`config.mk`:
```
export PLATFORM = sky130hd
export DESIGN_NAME = frame_buffer_reader
export DESIGN_NICKNAME = d
export VERILOG_FILES = /design/src/rtl/video_pkg.sv /design/src/rtl/strobe_delay.sv /design/src/rtl/frame_buffer_reader.sv
export SDC_FILE = /design/constraint.sdc
export NUM_CORES = 1
export LEC_CHECK = 0
export ABC_CLOCK_PERIOD_IN_PS = 4300
export BUFFER_PORTS_ARGS = -buffer_cell sky130_fd_sc_hd__buf_2
export CORE_ASPECT_RATIO = 0.9
export CORE_MARGIN = 2
export CORE_UTILIZATION = 30
export CTS_CLUSTER_SIZE = 40
export DETAILED_ROUTE_END_ITERATION = 10
export SYNTH_ARGS = -nofsm -noshare
export SYNTH_HDL_FRONTEND = slang
export SYNTH_SLANG_ARGS = --single-unit
```
`constraint.sdc`:
```
create_clock -name clk_pixel_in -period 4.3 [get_ports clk_pixel_in]
set_input_delay 0.215 -clock clk_pixel_in [delete_from_list [all_inputs] [get_ports clk_pixel_in]]
set_output_delay 0.215 -clock clk_pixel_in [all_outputs]
set_load 0.005 [all_outputs]
```
`src/rtl/video_pkg.sv`:
```
// Shared video types and helpers: framebuffer geometry derivation and
// RGB565 -> RGB888 colour expansion (also used by the debug overlay).
package video_pkg;

    typedef struct packed {
        logic [4:0] r;
        logic [5:0] g;
        logic [4:0] b;
    } rgb565_t;

    typedef struct packed {
        logic [7:0] r;
        logic [7:0] g;
        logic [7:0] b;
    } rgb888_t;

    // Framebuffer width for a given raster width and downscale shift.
    function automatic int fb_w(input int active_h_pixels, input int scale_shift);
        return active_h_pixels >> scale_shift;
    endfunction

    // Framebuffer height for a given raster height and downscale shift.
    function automatic int fb_h(input int active_lines, input int scale_shift);
        return active_lines >> scale_shift;
    endfunction

    // Replicate the top bits into the new LSBs so full-scale stays full-scale.
    function automatic rgb888_t rgb565_to_888(input rgb565_t c);
        rgb888_t o;
        o.r = {c.r, c.r[4:2]};
        o.g = {c.g, c.g[5:4]};
        o.b = {c.b, c.b[4:2]};
        return o;
    endfunction

endpackage

```
`src/rtl/strobe_delay.sv`:
```
// Generic synchronous-reset shift register used to re-align strobes with
// the BRAM read pipeline.
module strobe_delay #(
    parameter int WIDTH = 1,
    parameter int DEPTH = 1
) (
    input  logic             clk_pixel_in,
    input  logic             rst_in,
    input  logic [WIDTH-1:0] strobe,
    output logic [WIDTH-1:0] strobe_delayed
);

    logic [WIDTH-1:0] stage [DEPTH];

    // Shift one stage per pixel clock; reset flushes everything in flight.
    always_ff @(posedge clk_pixel_in) begin
        // NOTE: this array is a handful of flops, not a RAM, so resetting it is
        // cheap and guarantees no stale strobes leak out after a mid-frame reset.
        if (rst_in) begin
            for (int i = 0; i < DEPTH; i++) stage[i] <= '0;
        end else begin
            // NOTE: non-blocking assignments make every stage capture the
            // previous stage's old value, which is what a shift register needs.
            stage[0] <= strobe;
            for (int i = 1; i < DEPTH; i++) stage[i] <= stage[i-1];
        end
    end

    assign strobe_delayed = stage[DEPTH-1];

endmodule

```
`src/rtl/frame_buffer_reader.sv`:
```
// Converts raster position into double-buffered framebuffer read addresses,
// expands returned RGB565 to RGB888 and keeps hs/vs/ad aligned to pixels.
// Front/back buffer swaps happen only on a new-frame pulse.
module frame_buffer_reader
    import video_pkg::*;
#(
    parameter int ACTIVE_H_PIXELS = 1280,
    parameter int ACTIVE_LINES    = 720,
    parameter int SCALE_SHIFT     = 2,
    parameter int BRAM_LATENCY    = 2
) (
    input  logic        clk_pixel_in,
    input  logic        rst_in,
    input  logic [10:0] hcount_in,
    input  logic [9:0]  vcount_in,
    input  logic        hs_in,
    input  logic        vs_in,
    input  logic        ad_in,
    input  logic        nf_in,
    input  logic        swap_req_in,
    output logic        swap_ack_out,
    output logic        front_buf_out,
    output logic [$clog2(2*fb_w(ACTIVE_H_PIXELS, SCALE_SHIFT)*fb_h(ACTIVE_LINES, SCALE_SHIFT))-1:0] addr_out,
    output logic        rd_en_out,
    input  logic [15:0] data_in,
    output logic [23:0] pixel_out,
    output logic        hs_out,
    output logic        vs_out,
    output logic        ad_out
);

    localparam int FB_W    = fb_w(ACTIVE_H_PIXELS, SCALE_SHIFT);
    localparam int FB_H    = fb_h(ACTIVE_LINES, SCALE_SHIFT);
    localparam int FB_SIZE = FB_W * FB_H;
    localparam int ADDR_W  = $clog2(2 * FB_SIZE);
    localparam int LATENCY = BRAM_LATENCY + 2;

    logic              front_buf;
    logic [ADDR_W-1:0] addr_next;
    logic              rd_valid;

    // Buffer base plus row/column offset; all multiplies are by constants.
    assign addr_next = (front_buf ? ADDR_W'(FB_SIZE) : '0)
                     + ADDR_W'(vcount_in >> SCALE_SHIFT) * ADDR_W'(FB_W)
                     + ADDR_W'(hcount_in >> SCALE_SHIFT);

    // Swap front/back only on a new-frame pulse so the display never tears.
    always_ff @(posedge clk_pixel_in) begin
        if (rst_in) begin
            front_buf    <= 1'b0;
            swap_ack_out <= 1'b0;
        end else begin
            swap_ack_out <= nf_in && swap_req_in;
            if (nf_in && swap_req_in) front_buf <= ~front_buf;
        end
    end

    assign front_buf_out = front_buf;

    // Address stage: issue one read per active pixel, hold address in blanking.
    always_ff @(posedge clk_pixel_in) begin
        if (rst_in) begin
            rd_en_out <= 1'b0;
            addr_out  <= '0;
        end else begin
            rd_en_out <= ad_in;
            // NOTE: a missing else inside a clocked block is just a flop enable;
            // the same omission in combinational logic would infer a latch.
            if (ad_in) addr_out <= addr_next;
        end
    end

    // Read-enable delayed by the BRAM latency marks cycles where data_in is real.
    strobe_delay #(
        .WIDTH(1),
        .DEPTH(BRAM_LATENCY)
    ) u_valid_delay (
        .clk_pixel_in   (clk_pixel_in),
        .rst_in         (rst_in),
        .strobe         (rd_en_out),
        .strobe_delayed (rd_valid)
    );

    // Data stage: expand returned colour, force black whenever not drawing.
    always_ff @(posedge clk_pixel_in) begin
        if (rst_in) begin
            pixel_out <= '0;
        end else if (rd_valid) begin
            pixel_out <= rgb565_to_888(data_in);
        end else begin
            pixel_out <= '0;
        end
    end

    // Sync and active-draw strobes travel the full pipeline depth.
    strobe_delay #(
        .WIDTH(3),
        .DEPTH(LATENCY)
    ) u_strobe_delay (
        .clk_pixel_in   (clk_pixel_in),
        .rst_in         (rst_in),
        .strobe         ({hs_in, vs_in, ad_in}),
        .strobe_delayed ({hs_out, vs_out, ad_out})
    );

endmodule

```
==> flow_summary_export.csv <==
group,metric,value,unit
cts,numCtsBuffers,5,
finish,num_antenna_cells,0,
critical_path,startpoint,"vcount_in[3]",
synth,yosysWarnings,0,
timing,setup_violations,0,
finish,final_common_cell,"buf_2",
drt,routed_wl,4150,um
grt,grt_max_degree,32,
cts,cts_tree,"built",
cts,post_cts_buffers,0,
cts,clock_latency,290,ps
timing,maxSlewHeadroom,46.8,%
synth,synth_nets,273,
timing,fin_ws,842,ps
timing,period_minus_slack,3460,ps
floorplan,start_util,30.9,%
synth,synthTopCellsByArea,"dfxtp_1 44%, ha_1 13%, mux2i_1 6.0%",
floorplan,dieHeight,84.5,um
synth,netlist_instances,204,
finish,final_layout_size_suffix_gt1_share,37.0,%
synth,synth-main-ff-cell,"dfxtp_1",
drt,drc,0,
critical_path,required,4510,ps
cts,cts_resized,0,
critical_path,cp-start-kind,"input pin",
timing,hold_viol_final,0,
timing,slew_viol_final,0,
cts,cts.path.max_buffers,2,
grt,grt_usage,10.8,%
timing,worst_slew_pin_slew,796,ps
grt,grt_pass1_wl,6890,um
floorplan,core_area,7000,um2
synth,async_flop_share,0,%
placed_design,dpl.hpwl,3210,um
synth,synth.avg_cell_area,10.6,um2
timing,rsz0062_at_grt,"no",
critical_path,worstSetupPathType,"input pin to register",
synth,yosysSeqAreaShare,43.5,%
floorplan,die-area,7900,um2
placed_design,portBuffers,86,
worst_hold_path,hold_start,"data_in[11]",
drt,drt-vias-per-instance,4.29,
timing,fmax,0.289,GHz
finish,nFillCells,720,
synth,ys_ff_latch,47,
critical_path,crit_path_end_kind,"register",
synth,synth.distinct_cells,36,
floorplan,io_pins,91,
critical_path,cp_max_fo,4,
critical_path,cp.arrival,3670,ps
drt,drt_iter0_drc,25,
finish,area_growth,25.9,%
synth,synth_edf_count,0,
grt,antenna_found_initial,0,
flow_run,drv_cap,0,
timing,fin_skew,2.59,ps
cts,cts_root_buffer,"clkbuf_8",
pwr,p_per_area,358,nW/um2
drt,vias,1616,
worst_hold_path,hp-class,"input pin to register",
finish,final_nets,352,
cts,clk_pin_slew_worst_paths,80,ps
timing,fin_tns_setup,0,ps
pwr,leakage,0.00141,uW
cts,hold_buffers,0,
critical_path,timing.rr.start,"front_buf_out",
finish,layout_common_cells,"86 x buf_2, 47 x dfxtp_1, 23 x nor2_1",
drt,first_pass_iters,4,
cts,cts_htree_levels,2,
cts,clock_sinks,47,
floorplan,std_cell_rows,29,
placed_design,place.gp.congestion,0.768,
timing,finalCritPeriodShare,80.4,%
grt,gr-total-overflow,0,
drt,avgRoutedWirePerCell,11.0,um
grt,grt_pass1_vias,1541,
floorplan,fp.dieW,93.5,um
synth,syn-cell-area,2160,um2
drt,ant_nets,0,
status,outcome,"finished, final reports clean",
pwr,ir_worst_vdd,0.131,mV
synth,synth_top_area_share,43.5,%
placed_design,post-place-ws,561,ps
synth,synth_largest_area_cell,"dfxtp_1",
## routing by layer
layer  GRT usage, %  part of all wire (%)
met3           3.59                   9.0
met5              0                     0
met4           2.81                  0.43
met2           17.2                    44
met1           14.1                    47
## sequential cells by signal (all words and copies together) (netlist names)
| name | flops |
|---|---|
| pixel_out | 16 |
| u_strobe_delay.stage | 12 |
| addr_out | 17 |
| swap_ack_out | 1 |
| front_buf_out | 1 |
## cells in the mapped netlist (4+ instances only)
cell type  number
a211oi_1        4
and2_1         17
buf_1           4
buf_4           8
dfxtp_1        47
ha_1           22
inv_1           8
mux2i_1        13
nor2_1         23
nor2b_1        12
xnor2_1         9
## power by group
group / internal (uW) / switching, uW
Combinational: 115 / 118
Sequential: 460 / 11.4
Clock: 132 / 138
Total: 707 / 268
## layout make-up
type,instances,area (um2),share of cell area (%)
clock buffers,7,86.3,3.17
inverters,9,47.5,1.75
repair buffers,86,430,15.8
multi-input cells,134,1090,40.1
well taps,93,116,4.28
clock inverters,1,8.76,0.322
flip-flops and latches,47,941,34.6
## stage by stage
step,hold slack [ps],cells,power [uW],util [%],area [um2]
2_1_floorplan,337,204,645,-,2160
3_3_place_gp,416,369,714,37.5,2630
3_5_place_dp,418,369,717,37.5,2630
4_1_cts,105,377,1000,38.8,2720
5_1_grt,109,377,1040,38.8,2720
6_report,121,377,975,38.8,2720
## critical path, cell delays in order
cell and delay (ps):
buf_2 110, ha_1 290, ha_1 220, fa_1 430, a21oi_1 170, nor2_1 50, nor2_1 160, o21bai_1 100
a21oi_1 180, xnor2_1 140, ha_1 250, ha_1 350, a21o_2 230, or2_2 280, o221ai_2 170, xnor2_1 110
a211oi_2 200
## cells by family (layout without fill, tap and decap cells)
logic type | after synthesis | count (layout) | share of synthesized area (%)
AO/OA/AOI/OAI | 18 | 18 | 6.95
XOR/XNOR | 13 | 13 | 5.62
adder cells (fa/ha/maj) | 25 | 25 | 15.5
buffers and inverters | 23 | 103 | 6.02
flip-flops | 47 | 47 | 43.5
multiplexers | 13 | 13 | 6.02
AND/OR/NAND/NOR | 65 | 65 | 16.3
## final timing paths
path / end / slack (ps) / cells past startpoint
max: addr_out[16] / 840 / 17
min: pixel_out[19] / 120 / 2
max reg2reg: addr_out[16] / 1470 / 10
min reg2reg: u_strobe_delay.stage[0][10] / 440 / 1
Note: power is estimated with default switching activity, not from simulation.
